### src/rtl/core_pkg.sv
// Shared encodings for multicycle_core: RV32I subset opcodes/functs and FSM states.
package core_pkg;

  typedef enum logic [1:0] {
    FETCH = 2'd0,
    EXEC  = 2'd1,
    MEM   = 2'd2,
    HALT  = 2'd3
  } state_e;

  localparam logic [6:0] OPC_LOAD   = 7'b0000011;
  localparam logic [6:0] OPC_STORE  = 7'b0100011;
  localparam logic [6:0] OPC_OP     = 7'b0110011;
  localparam logic [6:0] OPC_OPIMM  = 7'b0010011;
  localparam logic [6:0] OPC_BRANCH = 7'b1100011;

  localparam logic [2:0] F3_ADD = 3'b000;
  localparam logic [2:0] F3_LSW = 3'b010;
  localparam logic [2:0] F3_BEQ = 3'b000;

  localparam logic [6:0] F7_ADD = 7'b0000000;
  localparam logic [6:0] F7_SUB = 7'b0100000;

endpackage

### src/rtl/regfile.sv
// Architectural register file: two async read ports, one sync write port, x0 hardwired to zero.
module regfile #(
  parameter int unsigned WORD_LEN  = 32,
  parameter int unsigned REG_COUNT = 32,
  localparam int unsigned AW = $clog2(REG_COUNT)
) (
  input  logic                clk,
  input  logic                rst,
  input  logic [AW-1:0]       ra1_i,
  input  logic [AW-1:0]       ra2_i,
  output logic [WORD_LEN-1:0] rd1_o,
  output logic [WORD_LEN-1:0] rd2_o,
  input  logic                we_i,
  input  logic [AW-1:0]       wa_i,
  input  logic [WORD_LEN-1:0] wd_i
);

  logic [WORD_LEN-1:0] regs_q [REG_COUNT];

  always_ff @(posedge clk or posedge rst) begin
    if (rst) begin
      for (int i = 0; i < REG_COUNT; i++) regs_q[i] <= '0;
    end else if (we_i && wa_i != '0) begin
      regs_q[wa_i] <= wd_i;
    end
  end

  assign rd1_o = (ra1_i == '0) ? '0 : regs_q[ra1_i];
  assign rd2_o = (ra2_i == '0) ? '0 : regs_q[ra2_i];

endmodule

### src/rtl/multicycle_core.sv
// Multicycle RV32I-subset core (LW, SW, ADD, SUB, ADDI, BEQ) with FETCH/EXEC/MEM/HALT FSM
// and valid/ready style instruction and data memory handshakes.
module multicycle_core
  import core_pkg::*;
#(
  parameter int unsigned         WORD_LEN  = 32,
  parameter int unsigned         REG_COUNT = 32,
  parameter logic [WORD_LEN-1:0] RESET_PC  = '0,
  parameter logic [WORD_LEN-1:0] EXIT_PC   = WORD_LEN'(8)
) (
  input  logic                clk,
  input  logic                rst,
  output logic                exit,
  output logic                trap,
  output logic                retire,
  output logic                imem_req,
  output logic [WORD_LEN-1:0] imem_addr,
  input  logic                imem_ready,
  input  logic [WORD_LEN-1:0] imem_rdata,
  output logic                dmem_req,
  output logic                dmem_wen,
  output logic [WORD_LEN-1:0] dmem_addr,
  output logic [WORD_LEN-1:0] dmem_wdata,
  input  logic                dmem_ready,
  input  logic [WORD_LEN-1:0] dmem_rdata
);

  localparam int unsigned AW = $clog2(REG_COUNT);

  state_e              state_q;
  logic [WORD_LEN-1:0] pc_q, addr_q, wdata_q;
  logic [31:0]         ir_q;
  logic                wen_q, exit_q, trap_q, retire_q;

  logic [6:0] opc, f7;
  logic [2:0] f3;
  logic       is_lw, is_sw, is_add, is_sub, is_addi, is_beq, is_alu, mem_op;
  logic       taken, exec_trap, rf_we;
  logic [WORD_LEN-1:0] rs1_d, rs2_d, imm_i, imm_s, imm_b;
  logic [WORD_LEN-1:0] pc_inc, br_tgt, ea, alu_res, wb_data;

  assign opc = ir_q[6:0];
  assign f3  = ir_q[14:12];
  assign f7  = ir_q[31:25];

  assign is_lw   = opc == OPC_LOAD   && f3 == F3_LSW;
  assign is_sw   = opc == OPC_STORE  && f3 == F3_LSW;
  assign is_add  = opc == OPC_OP     && f3 == F3_ADD && f7 == F7_ADD;
  assign is_sub  = opc == OPC_OP     && f3 == F3_ADD && f7 == F7_SUB;
  assign is_addi = opc == OPC_OPIMM  && f3 == F3_ADD;
  assign is_beq  = opc == OPC_BRANCH && f3 == F3_BEQ;
  assign is_alu  = is_add | is_sub | is_addi;
  assign mem_op  = is_lw | is_sw;

  assign imm_i = {{(WORD_LEN-12){ir_q[31]}}, ir_q[31:20]};
  assign imm_s = {{(WORD_LEN-12){ir_q[31]}}, ir_q[31:25], ir_q[11:7]};
  assign imm_b = {{(WORD_LEN-13){ir_q[31]}}, ir_q[31], ir_q[7], ir_q[30:25], ir_q[11:8], 1'b0};

  assign pc_inc  = pc_q + WORD_LEN'(4);
  assign br_tgt  = pc_q + imm_b;
  assign ea      = rs1_d + (is_sw ? imm_s : imm_i);
  assign taken   = rs1_d == rs2_d;
  assign alu_res = is_add ? rs1_d + rs2_d : is_sub ? rs1_d - rs2_d : rs1_d + imm_i;

  // Unknown encodings and misaligned data/branch targets all stop the core before any side effect.
  assign exec_trap = !(is_alu || is_beq || mem_op)
                   || (mem_op && ea[1:0] != 2'b00)
                   || (is_beq && taken && br_tgt[1:0] != 2'b00);

  assign rf_we   = (state_q == EXEC && is_alu) || (state_q == MEM && dmem_ready && !wen_q);
  assign wb_data = (state_q == MEM) ? dmem_rdata : alu_res;

  regfile #(.WORD_LEN(WORD_LEN), .REG_COUNT(REG_COUNT)) u_rf (
    .clk   (clk),
    .rst   (rst),
    .ra1_i (ir_q[15 +: AW]),
    .ra2_i (ir_q[20 +: AW]),
    .rd1_o (rs1_d),
    .rd2_o (rs2_d),
    .we_i  (rf_we),
    .wa_i  (ir_q[7 +: AW]),
    .wd_i  (wb_data)
  );

  always_ff @(posedge clk or posedge rst) begin
    if (rst) begin
      state_q  <= FETCH;
      pc_q     <= RESET_PC;
      ir_q     <= '0;
      addr_q   <= '0;
      wdata_q  <= '0;
      wen_q    <= 1'b0;
      exit_q   <= 1'b0;
      trap_q   <= 1'b0;
      retire_q <= 1'b0;
    end else begin
      retire_q <= 1'b0;
      case (state_q)
        FETCH: begin
          if (pc_q == EXIT_PC) begin
            state_q <= HALT;
            exit_q  <= 1'b1;
          end else if (imem_ready) begin
            ir_q    <= imem_rdata[31:0];
            state_q <= EXEC;
          end
        end
        EXEC: begin
          if (exec_trap) begin
            state_q <= HALT;
            exit_q  <= 1'b1;
            trap_q  <= 1'b1;
          end else if (mem_op) begin
            addr_q  <= ea;
            wdata_q <= rs2_d;
            wen_q   <= is_sw;
            state_q <= MEM;
          end else begin
            pc_q     <= (is_beq && taken) ? br_tgt : pc_inc;
            retire_q <= 1'b1;
            state_q  <= FETCH;
          end
        end
        MEM: begin
          if (dmem_ready) begin
            pc_q     <= pc_inc;
            retire_q <= 1'b1;
            state_q  <= FETCH;
          end
        end
        default: state_q <= HALT;
      endcase
    end
  end

  assign exit       = exit_q;
  assign trap       = trap_q;
  assign retire     = retire_q;
  // Reset parks the FSM in FETCH at RESET_PC; rst masks the fetch request so it stays low while held.
  assign imem_req   = !rst && state_q == FETCH && pc_q != EXIT_PC;
  assign imem_addr  = pc_q;
  assign dmem_req   = state_q == MEM;
  assign dmem_wen   = wen_q;
  assign dmem_addr  = addr_q;
  assign dmem_wdata = wdata_q;

endmodule

### config.mk
export PLATFORM = sky130hd
export DESIGN_NAME = multicycle_core
export DESIGN_NICKNAME = d
export VERILOG_FILES = /design/src/rtl/core_pkg.sv /design/src/rtl/regfile.sv /design/src/rtl/multicycle_core.sv
export SDC_FILE = /design/constraint.sdc
export NUM_CORES = 2
export LEC_CHECK = 0
export ABC_CLOCK_PERIOD_IN_PS = 49700
export CORE_ASPECT_RATIO = 0.75
export CORE_MARGIN = 3
export CORE_UTILIZATION = 63
export CTS_BUF_LIST = sky130_fd_sc_hd__clkbuf_8
export CTS_CLUSTER_SIZE = 14
export DETAILED_ROUTE_END_ITERATION = 10
export PLACE_DENSITY = 0.8
export RECOVER_POWER = 50
export SLEW_MARGIN = 20
export SYNTH_ARGS = -nofsm -noshare
export SYNTH_HDL_FRONTEND = slang
export SYNTH_SLANG_ARGS = --single-unit
### constraint.sdc
create_clock -name clk -period 49.7 [get_ports clk]
set_input_delay 9.94 -clock clk [delete_from_list [all_inputs] [get_ports clk]]
set_output_delay 9.94 -clock clk [all_outputs]
set_load 0.02 [all_outputs]
==> results.py <==
metrics = {
    "worst_setup_path": {
        "startpoint": "rst",
        "cp_top_family": "buffers and inverters",
        "cp_max_fo": 178,
        "crit_slowest_cell": "clkbuf_1",
        "worstSetupPathType": "input port to asynchronous set/reset pin",
        "rr_startpoint": "ir_q[15]",
        "cp-end-kind": "asynchronous set/reset pin",
        "crit_arrival_ns": 22.17,
        "path_cells": "dlygate4sd3_1, clkinvlp_2, clkbuf_1, clkbuf_1",
        "cp_common_cell": "clkbuf_1",
        "critPathCapture": "u_rf.regs_q[255]",
        "critPathMaxStageDelay_ns": 6.50,
        "startpoint_type": "input port",
        "required_ns": 48.40,
        "r2r-end": "u_rf.regs_q[63]",
        "worst-path-buf-inv": 4,
        "cp.depth": 4,
        "r2r_setup_slack_ns": 30.89,
        "reg2regPathDepth": 21,
    },
    "run": {
        "cap_violations": 30,
    },
    "sta": {
        "fin_setup_tns_ns": 0,
        "rsz0062_at_grt": "false",
        "hold_slack_ns": 0.399,
        "drv_slew": 1501,
        "fin_ws_ns": 26.22,
        "clock.fmax_mhz": 42.6,
        "period_needed_ns": 23.48,
        "hold_violations": 0,
        "finalSetupViolCount": 0,
        "fin_worst_skew_ns": 0.0541,
        "finalCritPeriodShare_pct": 47.2,
        "worst_pin_slew_ns": 9.24,
        "relSlewSlack_pct": -516,
    },
    "yosys": {
        "synth_edf_count": 0,
        "synth_top_family_by_area": "multiplexers",
        "yosysSeqAreaShare_pct": 42.2,
        "synth_top_area_cell": "dfrtp_1",
        "synth_xor_area_share_pct": 1.65,
        "yosys.area_share.simple_pct": 11.8,
        "synth_compound_area_share_pct": 17.9,
        "ys_types": 127,
        "ys_ff_latch": 1157,
        "netlist_instances": 6717,
        "synthTopCellsByArea": "dfrtp_1 42%, mux4_2 15%, nand2_1 6.4%",
        "async_flop_share_pct": 100,
        "ys.flop_type": "dfrtp_1",
        "netlist_area_um2": 68600,
        "synth_fa_ha_area_share_pct": 2.54,
        "syn_nets": 6913,
        "synthMuxAreaShare_pct": 19.3,
        "avgSynthCellArea_um2": 10.2,
        "synth_top_cell_area_share_pct": 42.2,
        "yosysWarnings": 0,
    },
    "place": {
        "place_inst": 7849,
        "postPlaceCellArea_um2": 70900,
        "routabilityCongestion": 1.03,
        "hpwl_mm": 151,
        "dpl_worst_slack_ns": 28.55,
        "port_buffers": 168,
    },
    "floorplanning": {
        "io_pins": 170,
        "core.rowCount": 104,
        "initial_core_util_pct": 63.8,
        "coreArea_um2": 108000,
        "die_height_um": 292,
        "dieArea_um2": 113000,
        "die_w_um": 387,
    },
    "clock_tree": {
        "clock_sinks": 1157,
        "cts_tree": "yes",
        "clk_pin_slew_worst_paths_ns": 0.06,
        "tritoncts.num_buffers": 175,
        "hold_buffers": 0,
        "clock_latency_ns": 0.95,
        "post_cts_resized": 0,
        "post_cts_buffers": 0,
        "htreeDepth": 4,
        "ctsLongestPathBuffers": 3,
        "clockRootBuffer": "clkbuf_8",
    },
    "finish": {
        "final_util_pct": 69.0,
        "areaGrowthSynthToFinish_pct": 8.24,
        "design_area_um2": 74300,
        "fin_nets": 6791,
        "final_cells": 8177,
        "n_fill_cell": 7914,
        "layout-drive-gt1-share_pct": 17.5,
    },
    "detailed_routing": {
        "top_layer": "met5",
        "wl_per_cell_um": 29.2,
        "dr.first_iter.drc_count": 8946,
        "wirelength_mm": 239,
        "vias": 58600,
        "wl_met2_mm": 100,
        "vias_per_cell": 7.17,
        "wl_met3_mm": 33.4,
        "drcViolationCount": 3,
        "firstDrtPassIters": 11,
        "detail-route-antenna-nets": 0,
        "wl_met1_mm": 87.6,
    },
    "global_route": {
        "grt_pass1_vias": 57100,
        "grt_max_degree": 179,
        "grt_pass1_wl_mm": 357,
        "antenna_found_initial": 9,
        "grt_use_total_pct": 42.0,
        "gr-total-overflow": 0,
    },
    "pwr": {
        "power_density_nw_per_um2": 24.4,
        "peakVddDrop_mv": 0.0275,
        "leakage_nw": 30.7,
        "power_mw": 1.81,
    },
    "status": {
        "outcome": "finished with violations",
        "violations": "design-rule violations, max-capacitance violations, max-slew violations",
    },
    "min_path": {
        "hold_start": "u_rf.regs_q[1003]",
        "min_path_type": "register to register",
    },
}
cell usage in the layout (no fill, tap or decap), drive strengths merged, types with 34 or more instances in the layout:
cell type,netlist,layout
nand2,1174,1174
dfrtp,1157,1157
o21ai,936,936
mux4,460,460
nor2,367,367
a21oi,299,299
clkbuf,460,264
mux2i,165,165
inv,111,165
ha,123,123
buf,159,115
mux2,108,108
a31oi,98,98
o31ai,94,94
clkdlybuf4s50,0,87
xnor2,86,86
dlygate4sd3,0,81
nand3,73,73
nor3,60,60
a21o,47,47
o22ai,47,47
o221ai,45,45
xor2,41,41
a22oi,40,40
a41oi,39,39
a211oi,34,34
a221oi,34,34
clkinv,3,34
synth_stat cells (63+ instances only):
library cell and instances:
nand2_1 1170, dfrtp_1 1157, o21ai_0 664, mux4_2 459
clkbuf_1 457, nor2_1 367, a21oi_1 298, o21ai_1 261
mux2i_1 165, ha_1 123, inv_1 109, mux2_2 102
xnor2_1 83, buf_2 82, nand3_1 72, a31oi_1 66
o31ai_1 63
cell families (layout without fill, tap and decap cells):
family                     after synthesis  after routing
and+or+nand+nor                       1915           1915
AOI/OAI and AO/OA                     1913           1913
DFF                                   1157           1157
muxes                                  733            733
buffers and inverters                  733            755
adders and majority gates              138            138
xor gates and xnor gates               127            127
other                                    1              8
worst min path at each step:
stage / endpoint / slack (ns) / cells after the start
3_3_place_gp: u_rf.regs_q[1003] / 0.38 / 0
5_1_grt: u_rf.regs_q[999] / 0.41 / 0
4_1_cts: u_rf.regs_q[1003] / 0.40 / 0
6_report: u_rf.regs_q[1003] / 0.40 / 0
3_5_place_dp: u_rf.regs_q[1003] / 0.38 / 0
2_1_floorplan: u_rf.regs_q[1003] / 0.44 / 1
area by class of cell:
cell class | count | area, µm² | area share, %
Multi-Input combinational cell | 4827 | 36600 | 49.3
Sequential cell | 1157 | 29000 | 39.0
Clock buffer | 227 | 3120 | 4.21
Timing Repair Buffer | 320 | 2720 | 3.66
Tap cell | 1431 | 1790 | 2.41
Clock inverter | 94 | 592 | 0.797
Inverter | 114 | 432 | 0.581
Antenna cell | 7 | 17.5 | 0.0236
where the power goes:
group          internal, mW  total, mW  leakage, nW  switching, mW
registers             0.942      0.942         16.0              0
logic               0.00522     0.0252         12.7         0.0199
clock network         0.434      0.844         2.11          0.410
total                  1.38       1.81         30.7          0.430
registers in the layout, indices dropped and copies added, names as in the netlist, 2 cells and up:
name	flops
ir_q	32
state_q	2
u_rf.regs_q	1024
dmem_addr	32
dmem_wdata	32
imem_addr	31
per-layer routing:
layer  GRT usage (%)  vias to the layer above
met5           0.413                        -
met4            25.2                        6
li1                -                    24400
met3            15.2                     1088
met1            55.9                    28800
met2            59.6                     4395
Note: power is estimated with default switching activity, not from simulation.
